--- src/rtl/demux_dispatch_pkg.sv ---
`default_nettype none
// ============================================================================
// Module      : demux_dispatch_pkg
// Description : Shared types for the demux dispatcher. It holds the dispatcher
//               state encoding, the destination type, the FIFO entry layout
//               (default data width) and the one-hot destination decode.
// Revision    : 1.0 - initial release
// ============================================================================
package demux_dispatch_pkg;

    localparam int unsigned c_NUM_DEST   = 4;
    localparam int unsigned c_DATA_W_DEF = 8;

    typedef logic [1:0] dest_t;

    typedef enum logic [1:0] {
        IDLE  = 2'd0,
        OFFER = 2'd1,
        DROP  = 2'd2
    } state_t;

    typedef struct packed {
        dest_t                   dest;
        logic [c_DATA_W_DEF-1:0] data;
    } entry_t;

    function automatic logic [c_NUM_DEST-1:0] dest_onehot(input dest_t d);
        dest_onehot = 4'b0001 << d;
    endfunction

endpackage
`default_nettype wire

--- src/rtl/sync_fifo.sv ---
`default_nettype none
// ============================================================================
// Module      : sync_fifo
// Description : Single-clock FIFO with a registered occupancy count. Full and
//               empty are derived from the count, so the pointers simply wrap.
//               The head word is read combinationally from the read pointer.
// Ports       : clk, rst_n      - clock, async active-low reset
//               push, push_data - write strobe and word (ignored when full)
//               pop             - drop the head word (ignored when empty)
//               head            - current head word
//               level, full     - occupancy and full flag
// Revision    : 1.0 - initial release
// ============================================================================
module sync_fifo
    import demux_dispatch_pkg::*;
#(
    parameter int DEPTH = 4,
    parameter int WIDTH = 10
) (
    input  logic                   clk,
    input  logic                   rst_n,
    input  logic                   push,
    input  logic [WIDTH-1:0]       push_data,
    input  logic                   pop,
    output logic [WIDTH-1:0]       head,
    output logic [$clog2(DEPTH):0] level,
    output logic                   full
);

    localparam int c_PTR_W = $clog2(DEPTH);
    localparam int c_LVL_W = c_PTR_W + 1;

    localparam logic [c_PTR_W-1:0] c_PTR_ONE  = c_PTR_W'(1);
    localparam logic [c_LVL_W-1:0] c_LVL_ONE  = c_LVL_W'(1);
    localparam logic [c_LVL_W-1:0] c_LVL_FULL = c_LVL_W'(DEPTH);

    logic [WIDTH-1:0]   r_mem [DEPTH];
    logic [c_PTR_W-1:0] r_wptr;
    logic [c_PTR_W-1:0] r_rptr;
    logic [c_LVL_W-1:0] r_level;
    logic               w_push;
    logic               w_pop;

    assign w_push = push && (r_level != c_LVL_FULL);
    assign w_pop  = pop && (r_level != '0);

    always_ff @(posedge clk or negedge rst_n) begin
        if (!rst_n) begin
            r_wptr  <= '0;
            r_rptr  <= '0;
            r_level <= '0;
        end else begin
            if (w_push) begin
                r_wptr <= r_wptr + c_PTR_ONE;
            end
            if (w_pop) begin
                r_rptr <= r_rptr + c_PTR_ONE;
            end
            case ({w_push, w_pop})
                2'b10:   r_level <= r_level + c_LVL_ONE;
                2'b01:   r_level <= r_level - c_LVL_ONE;
                default: r_level <= r_level;
            endcase
        end
    end

    // Storage carries no reset; validity is tracked entirely by r_level.
    always_ff @(posedge clk) begin
        if (w_push) begin
            r_mem[r_wptr] <= push_data;
        end
    end

    assign head  = r_mem[r_rptr];
    assign level = r_level;
    assign full  = (r_level == c_LVL_FULL);

endmodule
`default_nettype wire

--- src/rtl/demux_dispatch.sv ---
`default_nettype none
// ============================================================================
// Module      : demux_dispatch
// Description : Buffered dispatcher feeding a 1:4 demux tree. Tagged words are
//               queued in a FIFO; the head word is offered to its destination
//               with a one-hot valid plus demux select/strobe lines, and popped
//               when that destination accepts. A watchdog discards a head word
//               whose destination stalls for TIMEOUT cycles (0 = disabled).
// Ports       : clk, rst_n                  - clock, async active-low reset
//               in_valid/in_ready/in_data/in_dest - upstream handshake
//               out_valid/out_data/out_ready - per-destination handshake
//               dmx_i, dmx_sel0, dmx_sel1    - demux strobe and selects
//               drop, drop_dest              - watchdog discard pulse
//               level                        - FIFO occupancy
// Revision    : 1.0 - initial release
// ============================================================================
module demux_dispatch
    import demux_dispatch_pkg::*;
#(
    parameter int DATA_W  = 8,
    parameter int DEPTH   = 4,
    parameter int TIMEOUT = 16
) (
    input  logic                   clk,
    input  logic                   rst_n,
    input  logic                   in_valid,
    output logic                   in_ready,
    input  logic [DATA_W-1:0]      in_data,
    input  logic [1:0]             in_dest,
    output logic [3:0]             out_valid,
    output logic [DATA_W-1:0]      out_data,
    input  logic [3:0]             out_ready,
    output logic                   dmx_i,
    output logic                   dmx_sel0,
    output logic                   dmx_sel1,
    output logic                   drop,
    output logic [1:0]             drop_dest,
    output logic [$clog2(DEPTH):0] level
);

    localparam int c_LVL_W       = $clog2(DEPTH) + 1;
    localparam int c_ENT_W       = DATA_W + 2;
    localparam int c_WCNT_W      = (TIMEOUT > 1) ? $clog2(TIMEOUT) : 1;
    localparam int c_WAIT_LAST_I = (TIMEOUT > 0) ? TIMEOUT - 1 : 0;

    localparam logic [c_LVL_W-1:0]  c_LVL_ONE   = c_LVL_W'(1);
    localparam logic [c_LVL_W-1:0]  c_LVL_FULL  = c_LVL_W'(DEPTH);
    localparam logic [c_WCNT_W-1:0] c_WAIT_ONE  = c_WCNT_W'(1);
    localparam logic [c_WCNT_W-1:0] c_WAIT_LAST = c_WCNT_W'(c_WAIT_LAST_I);

    state_t              r_state;
    state_t              w_state_nxt;
    logic [c_WCNT_W-1:0] r_wait_cnt;
    logic                r_in_ready;

    logic [c_ENT_W-1:0]  w_head;
    dest_t               w_head_dest;
    logic [DATA_W-1:0]   w_head_data;
    logic [c_LVL_W-1:0]  w_level;
    logic [c_LVL_W-1:0]  w_level_nxt;
    logic                w_full;
    logic                w_push;
    logic                w_pop;
    logic                w_accept;
    logic                w_timeout;

    // The full check is redundant with r_in_ready but keeps the FIFO safe
    // should the ready register ever lag a pop/push corner case.
    assign w_push = in_valid && r_in_ready && !w_full;

    sync_fifo #(
        .DEPTH (DEPTH),
        .WIDTH (c_ENT_W)
    ) u_fifo (
        .clk       (clk),
        .rst_n     (rst_n),
        .push      (w_push),
        .push_data ({in_dest, in_data}),
        .pop       (w_pop),
        .head      (w_head),
        .level     (w_level),
        .full      (w_full)
    );

    assign w_head_dest = w_head[c_ENT_W-1:DATA_W];
    assign w_head_data = w_head[DATA_W-1:0];

    // Only the addressed destination's ready bit matters.
    assign w_accept  = out_ready[w_head_dest];
    assign w_timeout = (TIMEOUT != 0) && (r_wait_cnt == c_WAIT_LAST);

    always_comb begin
        w_level_nxt = w_level;
        if (w_push && !w_pop) begin
            w_level_nxt = w_level + c_LVL_ONE;
        end else if (!w_push && w_pop) begin
            w_level_nxt = w_level - c_LVL_ONE;
        end
    end

    // State register
    always_ff @(posedge clk or negedge rst_n) begin
        if (!rst_n) begin
            r_state <= IDLE;
        end else begin
            r_state <= w_state_nxt;
        end
    end

    // Watchdog counter and registered upstream ready. in_ready looks at the
    // post-edge occupancy, so a pop while full only reopens the input on the
    // following cycle and a push that fills the FIFO closes it immediately.
    always_ff @(posedge clk or negedge rst_n) begin
        if (!rst_n) begin
            r_wait_cnt <= '0;
            r_in_ready <= 1'b0;
        end else begin
            r_in_ready <= (w_level_nxt < c_LVL_FULL);
            if ((r_state == OFFER) && !w_pop) begin
                r_wait_cnt <= r_wait_cnt + c_WAIT_ONE;
            end else begin
                r_wait_cnt <= '0;
            end
        end
    end

    // Next-state logic. Decisions use the registered level so an incoming
    // word never reaches the outputs in the cycle it is written.
    always_comb begin
        w_state_nxt = r_state;
        unique case (r_state)
            IDLE: begin
                if (w_level != '0) begin
                    w_state_nxt = OFFER;
                end
            end
            OFFER: begin
                if (w_accept) begin
                    if (w_level_nxt == '0) begin
                        w_state_nxt = IDLE;
                    end
                end else if (w_timeout) begin
                    w_state_nxt = DROP;
                end
            end
            DROP: begin
                w_state_nxt = (w_level_nxt == '0) ? IDLE : OFFER;
            end
            default: begin
                w_state_nxt = IDLE;
            end
        endcase
    end

    // Output decode. Everything is gated by state so the unreset FIFO storage
    // never leaks onto the outputs.
    always_comb begin
        out_valid = '0;
        out_data  = '0;
        dmx_sel0  = 1'b0;
        dmx_sel1  = 1'b0;
        drop      = 1'b0;
        drop_dest = '0;
        w_pop     = 1'b0;
        unique case (r_state)
            OFFER: begin
                out_valid = dest_onehot(w_head_dest);
                out_data  = w_head_data;
                dmx_sel0  = w_head_dest[1];
                dmx_sel1  = w_head_dest[0];
                w_pop     = w_accept;
            end
            DROP: begin
                drop      = 1'b1;
                drop_dest = w_head_dest;
                w_pop     = 1'b1;
            end
            default: begin
            end
        endcase
    end

    assign dmx_i    = |out_valid;
    assign in_ready = r_in_ready;
    assign level    = w_level;

endmodule
`default_nettype wire
--- config.mk ---
export PLATFORM = sky130hd
export DESIGN_NAME = demux_dispatch
export DESIGN_NICKNAME = d
export VERILOG_FILES = /design/src/rtl/demux_dispatch_pkg.sv /design/src/rtl/sync_fifo.sv /design/src/rtl/demux_dispatch.sv
export SDC_FILE = /design/constraint.sdc
export NUM_CORES = 1
export LEC_CHECK = 0
export CORE_UTILIZATION = 55
export CTS_BUF_LIST = sky130_fd_sc_hd__clkbuf_2 sky130_fd_sc_hd__clkbuf_4 sky130_fd_sc_hd__clkbuf_8
export DETAILED_ROUTE_END_ITERATION = 16
export DONT_BUFFER_PORTS = 1
export GPL_TIMING_DRIVEN = 0
export PLACE_DENSITY = 0.82
export SETUP_SLACK_MARGIN = 0.3
export SYNTH_ARGS = -nofsm -noshare
export SYNTH_HDL_FRONTEND = slang
export SYNTH_SLANG_ARGS = --single-unit
--- constraint.sdc ---
create_clock -name clk -period 5.8 [get_ports clk]
set_input_delay 1.45 -clock clk [delete_from_list [all_inputs] [get_ports clk]]
set_output_delay 1.45 -clock clk [all_outputs]
set_load 0.03 [all_outputs]
-- Word level (Yosys, flattened, before mapping)
Memory sizes are Yosys's and may differ from the RTL's.
Index checks and enable logic that the tools add are counted.
- memories: 1
- memory bits (writable): 40
- bits in registers: 14
- equal/unequal tests: 10
- $lt $le $gt $ge: 2
- $add $sub $neg: 5
- shift-type cells: 1
- mux-type cells: 21
- reduce and logical (&&, ||, !) cells: 16
- memory list (name ; words ; width ; read ports ; clocked after Yosys merged registers in ; wr ports ; line ; RTL):
    u_fifo.r_mem ; 4 ; 10 ; 1 ; 0 ; 1 ; sync_fifo.sv:37 ; logic [WIDTH-1:0] r_mem [DEPTH];
- operators with widths (cell ; count):
    2-bit two-way mux ; 5
    4-bit two-way mux ; 2
    8-bit two-way mux ; 1
    1-bit logical AND ; 7
    1-bit two-way mux ; 7
    3-bit two-way mux ; 2
    3-bit inequality test, second input constant ; 2
    2-bit case mux with 3 select lines ; 1
    3-bit case mux with 2 select lines ; 1
    2-bit by 1-bit adder with 2-bit output, second input constant ; 2
    4-bit by 1-bit adder with 4-bit output, second input constant ; 1
    2-bit by 1-bit == test with 1-bit output, second input constant ; 2
    2-bit == test, second input constant ; 2
    4-bit == test, second input constant ; 1
    4-bit OR reduction ; 1
    1-bit by 2-bit left shift with 4-bit output, first input constant ; 1
    3-bit by 1-bit adder with 3-bit output, second input constant ; 1
    3-bit == test, second input constant ; 1
    1-bit zero test ; 3
    3-bit zero test ; 1
    2-bit by 3-bit < comparator with 1-bit output, second input constant ; 1
    3-bit < comparator, second input constant ; 1
    3-bit by 2-bit inequality test with 1-bit output, second input constant ; 1
    3-bit AND reduction ; 1
    other kinds (7) ; 7

-- Longest topological paths before layout
Gate-level depths: netlist (run 1).
- word-level depth: 11
- mapped depth: 10
- mapped depth without buffers: 9

-- By module
A second synthesis (run 1) with hierarchy kept.
- cells, all modules: 182
- area total of the unflattened synthesis: 2655.0 µm²
- modules (own cells, without submodules) (module ; instances ; area an instance (µm²) ; cells each):
    sync_fifo ; 1 ; 1869.3 ; 88
    demux_dispatch ; 1 ; 785.8 ; 94

-- Worst setup path before layout (run 1)
Ideal clock, no wire load.
- path kind: reg2out
- from: reg r_state[1]
- to: out out_valid[1]
- arrival: 1839 ps
- setup slack: 2511 ps
- buffers on the path: 2
- stages on the path, launching flop included: 7
- cells stage by stage: dfrtp_1 > inv_1 > ha_1 > clkbuf_1 > clkbuf_1 > nand2_1 > nor2_1
- word-level cells in the longest chain between the ends: 2
- ends and longest elaborated chain (what ; line ; RTL):
    start, declared ; demux_dispatch.sv:51 ; state_t r_state;
    start signal, assigned ; demux_dispatch.sv:106 ; r_state <= w_state_nxt;
    2-bit by 1-bit == test with 1-bit output ; demux_dispatch.sv:165 ; unique case (r_state)
    4-bit two-way mux ; demux_dispatch.sv:165 ;
    end, declared ; demux_dispatch.sv:30 ; output logic [3:0] out_valid,
Every way passes these cells.

-- Worst setup path after layout (run 1)
Ends and elaborated chain as after synthesis.

==> results of run 1 <==
[layout make-up]
cell class              instances  area, sq um  area share (%)
plain buffers                   4         16.3           0.609
clock buffers                   5         68.8            2.57
clock inverters                 2         13.8           0.515
inverters                      11         41.3            1.54
multi-input cells             104          916            34.3
flip-flops and latches         54         1550            58.1
well taps                      52         65.1            2.43
[power breakdown]
part | switching, W | internal, W | total, W | leakage (nW)
logic | 0.000430 | 0.000256 | 0.000686 | 0.407
registers | 0.0000858 | 0.000508 | 0.000594 | 0.537
clock network | 0.000111 | 0.0000835 | 0.000195 | 0.0444
[cell families (layout without fill, tap and decap cells)]
kind of cell               Yosys count  count (layout)  synth area share [%]
DFF                                 54              54                  61.4
and+or+nand+nor                     51              51                  10.7
muxes                               17              17                  12.0
AOI/OAI and AO/OA                   15              15                  4.31
buffers and inverters               15              22                  2.28
adders and majority gates           13              13                  6.44
xor gates and xnor gates             8               8                  2.78
[how the worst max path moves through the flow]
stage	from	to	slack (ns)	depth (start not counted)
final	r_state[1]	out_valid[1]	1.78	6
after floorplan	r_state[1]	out_valid[1]	2.51	6
after global routing	r_state[1]	out_valid[1]	1.62	6
after CTS	r_state[1]	out_valid[1]	1.72	6
after detailed placement	r_state[1]	out_valid[1]	2.06	6
after global placement	r_state[1]	out_valid[1]	2.20	6
[synth_stat cells]
| library cell | instances | area share, % |
|---|---|---|
| buf_2 | 1 | 0.20 |
| nand3_1 | 6 | 1.2 |
| a22oi_1 | 1 | 0.30 |
| mux2i_2 | 1 | 0.54 |
| nand3b_1 | 1 | 0.30 |
| mux2_4 | 1 | 0.59 |
| nor2b_1 | 3 | 0.74 |
| o21ai_1 | 1 | 0.20 |
| ha_1 | 13 | 6.4 |
| nor3_1 | 2 | 0.40 |
| xor2_1 | 3 | 1.0 |
| o21ai_0 | 5 | 0.99 |
| a21oi_2 | 1 | 0.35 |
| nand2b_1 | 2 | 0.50 |
| a21oi_1 | 2 | 0.40 |
| and2_1 | 15 | 3.7 |
| nor3b_1 | 2 | 0.59 |
| buf_1 | 1 | 0.15 |
| and3_1 | 1 | 0.25 |
| or3_1 | 2 | 0.50 |
| edfxtp_1 | 40 | 48 |
| mux2i_1 | 5 | 2.0 |
| nand2_1 | 9 | 1.3 |
| clkbuf_1 | 2 | 0.30 |
| nor2_1 | 8 | 1.2 |
| o211a_1 | 1 | 0.40 |
| dfrtp_1 | 14 | 14 |
| a21boi_0 | 1 | 0.30 |
| inv_1 | 11 | 1.6 |
| o221ai_2 | 1 | 0.59 |
| a211oi_2 | 1 | 0.50 |
| xnor2_1 | 5 | 1.7 |
| o21a_1 | 1 | 0.30 |
| mux4_2 | 10 | 8.9 |
[per-stage QoR]
step / hold WS, ns / instances / total power, W / worst slack [ns]
after floorplan: 0.433 / 173 / 0.00117 / 2.51
after global placement: 0.444 / 225 / 0.00125 / 2.20
after detailed placement: 0.468 / 225 / 0.00130 / 2.06
after CTS: 0.480 / 232 / 0.00149 / 1.72
after global routing: 0.519 / 232 / 0.00158 / 1.62
final: 0.476 / 232 / 0.00147 / 1.78
[worst max-delay path, delay by kind of cell (launching register included)]
family                     cells  cell delay, ns
adders and majority gates      1            0.38
DFF                            1            0.44
and+or+nand+nor                2            0.58
buffers and inverters          3            0.88
[sequential cells by signal, indices dropped and copies added (netlist names)]
signal,flops
u_fifo.level,3
r_state,2
in_ready,1
u_fifo.r_mem,40
u_fifo.r_rptr,2
r_wait_cnt,4
u_fifo.r_wptr,2
[placed cells by master, fill, tap and decap left out, types with 5 or more instances in the layout]
master / count
inv_1: 11
xnor2_1: 5
mux2i_1: 5
mux4_2: 10
and2_1: 15
ha_1: 13
clkbuf_8: 5
nand2_1: 9
o21ai_0: 5
dfrtp_1: 14
nand3_1: 6
edfxtp_1: 40
nor2_1: 8
[routing by layer]
layer  vias to the layer above  GRT usage, %  wire, microns
li1                        635             -              -
met1                       673          21.4           1620
met2                        38          31.8           2120
met3                         7          5.52            212
met4                         0          5.78             48
met5                         -             0              0
==> flow_summary.yaml, run 1 <==
setup_path:
  r2r_end: "u_fifo.level[2]"
  regToRegSetupSlack_ns: 2.86
  cp_common_cell: "clkbuf_1"
  critPathKind: "reg2out"
  crit_fanout: 10
  path_cells: "inv_1 -> ha_1 -> clkbuf_1 -> clkbuf_1 -> nand2_1 -> nor2_1"
  r2r-start: "r_state[1]"
  max_stage_delay_ns: 0.46
  cp-end-kind: "primary output"
  worstPathRequired_ns: 4.35
  worst_path_max_delay_cell: "nor2_1"
  arrival_ns: 2.57
  rr_worst_depth: 10
  crit_path_start_kind: "flip-flop"
floorplanning:
  rows: 24
  dieArea_sq_um: 4870
  die_w_microns: 69.8
  num_io_pins: 39
  fp.dieH_microns: 69.8
  core_area_sq_um: 4380
  start_util_pct: 57.6
cts:
  cts.sinks: 54
  cts_buffer_depth: 2
  clk_pin_slew_worst_paths_ns: 0.09
  clockRootBuffer: "clkbuf_8"
  ctsHoldBuffers: 0
  cts_made_buffers: 5
  cts-htree-levels: 2
  clk_latency_ns: 0.30
  post_cts_resized: 0
  cts_setup_buffers: 0
  cts_tree: "built"
placement:
  postPlaceCellArea_sq_um: 2590
  io_buffer_count: 0
  place_congestion: 0.792
  dp_hpwl_microns: 2890
finish:
  layout-drive-gt1-share_pct: 12.8
  fin_util_pct: 61.0
  design_area_sq_um: 2670
  fin_nets: 210
  n_antenna_cell: 0
  syn2layout_area_growth_pct: 5.85
  final.fill_count: 332
grt:
  grt_max_degree: 17
  antenna_found_initial: 0
  grt_pass1_wl_microns: 6700
  grt_pass1_vias: 1397
  grt-ovfl-total: 0
  gr-usage-all-layers_pct: 18.1
sta:
  timing.final.crit_share_pct: 69.2
  fmax_mhz: 249
  slew_viol_final: 0
  slew_headroom_pct: 46.0
  hold_viol_final: 0
  skew_ns: 0.00325
  setup_viol: 0
  tightest_slew_ns: 0.809
  setup_tns_ns: 0
  finalCriticalPeriod_ns: 4.02
  rsz0062_at_grt: "no"
logic_synthesis:
  ys_seq_elements: 54
  yosysSeqAreaShare_pct: 61.4
  syn_inst: 173
  syn_area_sq_um: 2520
  syn_nets: 203
  avgSynthCellArea_sq_um: 14.6
  yosysUniqueCellTypes: 34
  yosysWarningCount: 0
min_path:
  min_to: "r_wait_cnt[0]"
  hold_class: "reg2reg"
  min_path_cells: 1
  min_from: "r_wait_cnt[0]"
routing:
  dr.pass1.iters: 6
  drtAntennaViolNets: 0
  wirelength_microns: 4010
  drt_iter0_drc: 35
  drt-vias-per-instance: 5.83
  via_count: 1353
  wire_per_inst_microns: 17.3
  drc: 0
outcome:
  status: "complete, no violations"
job:
  maxCapViolCount: 0
pwr:
  pwr_density_cell_nw_per_um2: 552
  vdd_ir_drop_max_mv: 0.256
  p_leak_nw: 0.988
No activity file was read; power rests on OpenSTA's default activity.
==> inputs of run 2 (changes only) <==
==> constraint.sdc (replaced) <==
create_clock -name clk -period 4.1 [get_ports clk]
set_input_delay 1.025 -clock clk [delete_from_list [all_inputs] [get_ports clk]]
set_output_delay 1.025 -clock clk [all_outputs]
set_load 0.03 [all_outputs]
==> results of run 2 <==
Same layout as run 1 (identical final DEF). Status: complete, no violations.
Among the figures that moved: setup slack after placement 2.06 ns -> 0.781 ns; setup slack after layout 1.78 ns -> 0.509 ns; hold slack 0.476 ns -> 0.411 ns; register-to-register setup slack 2.86 ns -> 1.16 ns; total power 0.00147 W -> 0.00209 W; worst IR drop on VDD 0.256 mV -> 0.363 mV
